$ cat src/rtl/imem_loader_pkg.sv
// Shared definitions for the instruction-memory loader: FSM state codes,
// the instruction memory depth and the word address helper.
package imem_loader_pkg;

  // Depth of the instruction memory in 32-bit words, shared with the memory itself
  localparam int unsigned IMEM_DEPTH = 256;

  // Loader FSM state encodings
  typedef logic [2:0] state_t;
  localparam logic [2:0] ST_IDLE   = 3'd0;
  localparam logic [2:0] ST_HDR_LO = 3'd1;
  localparam logic [2:0] ST_HDR_HI = 3'd2;
  localparam logic [2:0] ST_DATA   = 3'd3;
  localparam logic [2:0] ST_WRITE  = 3'd4;
  localparam logic [2:0] ST_DONE   = 3'd5;
  localparam logic [2:0] ST_ERR    = 3'd6;

  // Byte address of word number idx, counted from base (wraps modulo 2^32)
  function automatic logic [31:0] word_byte_addr(input logic [31:0] base,
                                                 input logic [8:0]  idx);
    return base + {21'd0, idx, 2'b00};
  endfunction

endpackage

$ cat src/rtl/imem_byte_assembler.sv
// Packs a stream of bytes into a little-endian 32-bit word. word_full_o flags
// that the byte presented this cycle completes the word, so the word register
// holds the complete word from the following cycle on.
module imem_byte_assembler (
  input  logic        clk_i,
  input  logic        rst_i,
  input  logic        clear_i,
  input  logic        byte_en_i,
  input  logic [7:0]  byte_in_i,
  output logic [31:0] word_o,
  output logic        word_full_o
);

  logic [1:0]  idx_q, idx_d;
  logic [31:0] word_q, word_d;

  // Next-state: clear restarts at byte 0, otherwise each enabled byte lands in its lane
  always_comb begin
    idx_d  = idx_q;
    word_d = word_q;
    if (clear_i) begin
      idx_d  = 2'd0;
      word_d = 32'd0;
    end else if (byte_en_i) begin
      case (idx_q)
        2'd0:    word_d[7:0]   = byte_in_i;
        2'd1:    word_d[15:8]  = byte_in_i;
        2'd2:    word_d[23:16] = byte_in_i;
        default: word_d[31:24] = byte_in_i;
      endcase
      idx_d = idx_q + 2'd1;
    end
  end

  // Byte index and word register
  always_ff @(posedge clk_i or posedge rst_i) begin
    if (rst_i) begin
      idx_q  <= 2'd0;
      word_q <= 32'd0;
    end else begin
      idx_q  <= idx_d;
      word_q <= word_d;
    end
  end

  assign word_o      = word_q;
  assign word_full_o = byte_en_i && !clear_i && (idx_q == 2'd3);

endmodule

$ cat src/rtl/imem_loader.sv
// Instruction memory writer: takes a length-prefixed byte stream, assembles
// little-endian words and writes them to consecutive word addresses starting
// at BASE_ADDR. Holds the CPU in reset until a load finishes successfully.
module imem_loader
  import imem_loader_pkg::*;
#(
  parameter int unsigned DEPTH     = IMEM_DEPTH,
  parameter logic [31:0] BASE_ADDR = 32'h0000_0000
) (
  input  logic        clk_i,
  input  logic        rst_i,
  input  logic        start_i,
  input  logic        rx_valid_i,
  input  logic [7:0]  rx_data_i,
  output logic        rx_ready_o,
  output logic        mem_we_o,
  output logic [31:0] mem_addr_o,
  output logic [31:0] mem_wdata_o,
  output logic        cpu_hold_o,
  output logic        load_done_o,
  output logic        load_err_o,
  output logic [8:0]  words_loaded_o
);

  state_t      state_q, state_d;
  logic [7:0]  n_lo_q, n_lo_d;
  logic [15:0] n_q, n_d;
  logic [8:0]  words_q, words_d;
  logic        hold_q, hold_d;
  logic        err_q, err_d;
  logic [31:0] wdata_q, wdata_d;

  logic        transfer;
  logic        asm_clear;
  logic        asm_byte_en;
  logic [31:0] asm_word;
  logic        asm_full;
  logic [15:0] hdr_n;

  assign rx_ready_o = (state_q == ST_HDR_LO) || (state_q == ST_HDR_HI) ||
                      (state_q == ST_DATA);
  assign transfer   = rx_valid_i && rx_ready_o;
  assign hdr_n      = {rx_data_i, n_lo_q};

  imem_byte_assembler u_asm (
    .clk_i       (clk_i),
    .rst_i       (rst_i),
    .clear_i     (asm_clear),
    .byte_en_i   (asm_byte_en),
    .byte_in_i   (rx_data_i),
    .word_o      (asm_word),
    .word_full_o (asm_full)
  );

  // Loader FSM next-state; cpu_hold drops on entry to DONE so it is low during the done pulse
  always_comb begin
    state_d     = state_q;
    n_lo_d      = n_lo_q;
    n_d         = n_q;
    words_d     = words_q;
    hold_d      = hold_q;
    err_d       = err_q;
    wdata_d     = wdata_q;
    asm_clear   = 1'b0;
    asm_byte_en = 1'b0;
    case (state_q)
      ST_IDLE: begin
        if (start_i) begin
          state_d   = ST_HDR_LO;
          err_d     = 1'b0;
          words_d   = 9'd0;
          hold_d    = 1'b1;
          asm_clear = 1'b1;
        end
      end
      ST_HDR_LO: begin
        if (transfer) begin
          n_lo_d  = rx_data_i;
          state_d = ST_HDR_HI;
        end
      end
      ST_HDR_HI: begin
        if (transfer) begin
          n_d = hdr_n;
          if (hdr_n == 16'd0) begin
            state_d = ST_DONE;
            hold_d  = 1'b0;
          end else if (32'(hdr_n) > DEPTH) begin
            state_d = ST_ERR;
          end else begin
            state_d = ST_DATA;
          end
        end
      end
      ST_DATA: begin
        if (transfer) begin
          asm_byte_en = 1'b1;
          if (asm_full) begin
            state_d = ST_WRITE;
          end
        end
      end
      ST_WRITE: begin
        wdata_d = asm_word;
        words_d = words_q + 9'd1;
        if ({7'd0, words_q} + 16'd1 == n_q) begin
          state_d = ST_DONE;
          hold_d  = 1'b0;
        end else begin
          state_d = ST_DATA;
        end
      end
      ST_DONE: begin
        state_d = ST_IDLE;
      end
      ST_ERR: begin
        err_d   = 1'b1;
        state_d = ST_IDLE;
      end
      default: begin
        state_d = ST_IDLE;
      end
    endcase
  end

  // Loader state registers
  always_ff @(posedge clk_i or posedge rst_i) begin
    if (rst_i) begin
      state_q <= ST_IDLE;
      n_lo_q  <= 8'd0;
      n_q     <= 16'd0;
      words_q <= 9'd0;
      hold_q  <= 1'b1;
      err_q   <= 1'b0;
      wdata_q <= 32'd0;
    end else begin
      state_q <= state_d;
      n_lo_q  <= n_lo_d;
      n_q     <= n_d;
      words_q <= words_d;
      hold_q  <= hold_d;
      err_q   <= err_d;
      wdata_q <= wdata_d;
    end
  end

  assign mem_we_o       = (state_q == ST_WRITE);
  assign mem_addr_o     = word_byte_addr(BASE_ADDR, words_q);
  assign mem_wdata_o    = (state_q == ST_WRITE) ? asm_word : wdata_q;
  assign cpu_hold_o     = hold_q;
  assign load_done_o    = (state_q == ST_DONE);
  assign load_err_o     = err_q;
  assign words_loaded_o = words_q;

endmodule

$ cat config.mk
export PLATFORM = sky130hd
export DESIGN_NAME = imem_loader
export DESIGN_NICKNAME = d
export VERILOG_FILES = /design/src/rtl/imem_loader_pkg.sv /design/src/rtl/imem_byte_assembler.sv /design/src/rtl/imem_loader.sv
export SDC_FILE = /design/constraint.sdc
export NUM_CORES = 1
export LEC_CHECK = 0
export ABC_AREA = 1
export BUFFER_PORTS_ARGS = -buffer_cell sky130_fd_sc_hd__buf_2
export CORE_ASPECT_RATIO = 1.5
export CORE_MARGIN = 2
export CORE_UTILIZATION = 56
export DETAILED_ROUTE_END_ITERATION = 6
export PLACE_DENSITY = 0.8
export REMOVE_ABC_BUFFERS = 1
export SLEW_MARGIN = 20
export SYNTH_ARGS = -nofsm -noshare
export SYNTH_HDL_FRONTEND = slang
export SYNTH_HIERARCHICAL = 1
export SYNTH_SLANG_ARGS = --single-unit
$ cat constraint.sdc
create_clock -name clk_i -period 2.9 [get_ports clk_i]
set_input_delay 0.58 -clock clk_i [delete_from_list [all_inputs] [get_ports clk_i]]
set_output_delay 0.58 -clock clk_i [all_outputs]
set_load 0.02 [all_outputs]
==> out/results.ini <==
[critical_path]
cp-start-kind = register
critical-path-top-delay-family = buffers and inverters
cp_slowest_stage_delay_ns = 0.44
crit_type = register to primary output
crit_fanout = 40
reg2reg_from = state_q[1]$_DFFE_PP0P_
slowest_stage = dfrtp_1
arrival_ns = 2.01
endpoint = mem_wdata_o[23]
rr_worst_depth = 11
regToRegSetupSlack_ns = 0.57
critPathLaunch = state_q[1]$_DFFE_PP0P_
path_buf_inv = 5
cp-end-kind = primary output
crit_chain = nor2_1 > inv_1 > nor2_2 > buf_4 > inv_1 > buf_4 > nand2_1 > nand2_1 > buf_2
cp.required_ns = 2.32
worst-path-stages = 9
r2r_end = state_q[0]$_DFFE_PP0P_

[grt]
antenna_found_initial = 0
grt_overflow = 0
grt_pass1_wl_mm = 17.9
gr-usage-all-layers_pct = 23.8
grt_pass1_vias = 3841
grt_start_max_net_pins = 41

[floorplanning]
coreArea_sq_um = 8780
die_x_um = 81.4
die_area_sq_um = 9790
rows = 42
start_util_pct = 57.4
die_h_um = 120
ios = 90

[sta]
layout_min_cycle_time_ns = 2.59
worst_pin_slew_ns = 0.835
clock_skew_ns = 0.00650
fmax_ghz = 0.385
slew_headroom_pct = 44.2
setup_viol = 0
worst_slack_ns = 0.305
final-max-slew-violation-count = 0
finalCritPeriodShare_pct = 89.5
finalHoldViolations = 0
rsz0062_at_grt = false

[power_and_ir_drop]
power_density_nw_per_um2 = 883
power_mw = 4.93
peakVddDrop_v = 0.000524
p_leak_nw = 3.18

[final_layout]
mostFrequentLayoutCell = nand2_1
syn2layout_area_growth_pct = 10.9
fillCellCount = 740
stdcell_count = 783
nets = 687
final_cell_mix = nand2_1 (244), dfrtp_1 (103), buf_2 (66), inv_1 (50), nand3_1 (50)
final_core_util_pct = 63.7
diodes = 0
drive_above_1_share_pct = 16.3

[yosys]
synth_area_sq_um = 5040
ys_seq_area_share_pct = 51.7
synth.avg_cell_area_sq_um = 8.22
syn_inst = 613
yosysUniqueCellTypes = 35
ys_seq_elements = 104
synth_warnings = 6

[routing]
num_vias = 4025
firstDrtPassIters = 6
detail_route.wl_per_cell_um = 13.8
drc_errors = 0
drtIter0Drc = 350
vias_per_cell = 5.14
finalWirelength_mm = 10.8
final_antenna_net_count = 0

[cts]
clk_pin_slew_worst_paths_ns = 0.07
cts_tree = yes
cts-root-buf = clkbuf_16
h-tree-depth = 3
cts_hold_buf = 0
cts_resized = 0
cts_buffer_depth = 2
clk_latency_ns = 0.35
post_cts.repair.setup_buffers = 0
clkSinkCount = 104
cts_made_buffers = 9

[job]
maxCapViolations = 0

[worst_hold_path]
hp-class = input port to asynchronous set/reset pin

[place]
pre_cts_ws_ns = 0.585
gp_congestion = 0.893
dp.cells = 768
port_buffers = 66
dp_hpwl_mm = 7.76

[status]
outcome = complete, no violations

==> kinds of logic after synthesis <==
logic type,after synthesis,share of synthesized area [%]
buf+inv,106,11.6
fa+ha+maj,6,1.49
simple gates,352,30.3
flops,104,51.7
other cells,1,0.0744
compound gates,44,4.77
==> routing by layer <==
layer	track usage, %	vias up	part of all wire [%]
met5	0	-	0
met3	4.06	21	4.9
met4	10.1	0	2.7
li1	-	1972	-
met1	29.1	1910	39
met2	40.6	122	53
==> state kept, by name, indices dropped and copies added, names as in the netlist <==
name	flops
wdata_q	32
words_loaded_o	9
n_q	16
n_lo_q	8
state_q	3
cpu_hold_o	1
load_err_o	1
u_asm/word_o	32
u_asm/idx_q	2
==> layout make-up <==
type	instances	area, sq um	share of cell area (%)
Sequential cell	104	2600	46.6
Multi-Input combinational cell	425	1930	34.6
Timing Repair Buffer	73	383	6.85
Clock buffer	10	239	4.28
Inverter	56	235	4.21
Tap cell	110	138	2.46
Clock inverter	5	57.6	1.03
==> worst min-delay path, delay by kind of cell <==
| kind | cells | cell delay (ns) |
|---|---|---|
| buffers and inverters | 3 | 0.53 |
==> where the power goes <==
group | leakage, nW | switching (mW) | total (mW) | internal, mW
logic | 1.64 | 1.10 | 1.61 | 0.506
clock network | 0.137 | 0.517 | 1.20 | 0.686
registers | 1.40 | 0.262 | 2.12 | 1.86
total | 3.18 | 1.88 | 4.93 | 3.05
==> per-stage QoR <==
stage / area (sq um) / TNS, ns / hold WS, ns
2_1_floorplan: 4770 / -49.86 / 0.453
3_3_place_gp: 5290 / 0 / 0.444
3_5_place_dp: 5290 / 0 / 0.451
4_1_cts: 5590 / 0 / 0.341
5_1_grt: 5590 / 0 / 0.379
6_report: 5590 / 0 / 0.326
==> synth_stat cells <==
master | number | area [sq um]
nand2_1 | 244 | 916
dfrtp_1 | 103 | 2580
inv_1 | 51 | 191
nand3_1 | 50 | 250
buf_4 | 32 | 240
o21ai_0 | 30 | 150
nor2_1 | 29 | 109
clkbuf_1 | 8 | 30.0
ha_1 | 6 | 75.1
nand3b_1 | 6 | 45.0
buf_2 | 5 | 25.0
buf_6 | 5 | 56.3
o22ai_1 | 5 | 31.3
clkinv_4 | 4 | 35.0
nand2_2 | 4 | 25.0
nand2_8 | 4 | 80.1
nand4_1 | 4 | 25.0
nor3_1 | 3 | 15.0
a21oi_1 | 2 | 10.0
nor2_2 | 2 | 12.5
o21ai_1 | 2 | 10.0
a211oi_1 | 1 | 7.51
a31oi_1 | 1 | 6.26
a32o_1 | 1 | 10.0
and3_1 | 1 | 6.26
conb_1 | 1 | 3.75
dfstp_2 | 1 | 26.3
inv_6 | 1 | 8.76
nand3_2 | 1 | 10.0
nor2_4 | 1 | 11.3
nor3_2 | 1 | 10.0
nor4_1 | 1 | 6.26
o21a_1 | 1 | 7.51
o31ai_1 | 1 | 7.51
or2_2 | 1 | 6.26
==> worst min path at each step <==
stage	startpoint	cells past startpoint	endpoint
after global routing	rst_i	3	u_asm/word_o[13]$_DFFE_PP0P_
after global placement	wdata_q[28]$_DFF_PP0_	2	wdata_q[28]$_DFF_PP0_
after floorplan	n_lo_q[0]$_DFFE_PP0P_	2	n_lo_q[0]$_DFFE_PP0P_
after detailed placement	wdata_q[24]$_DFF_PP0_	2	wdata_q[24]$_DFF_PP0_
after CTS	rst_i	3	u_asm/word_o[13]$_DFFE_PP0P_
final	rst_i	3	wdata_q[12]$_DFF_PP0_
Note: power is estimated with default switching activity, not from simulation.
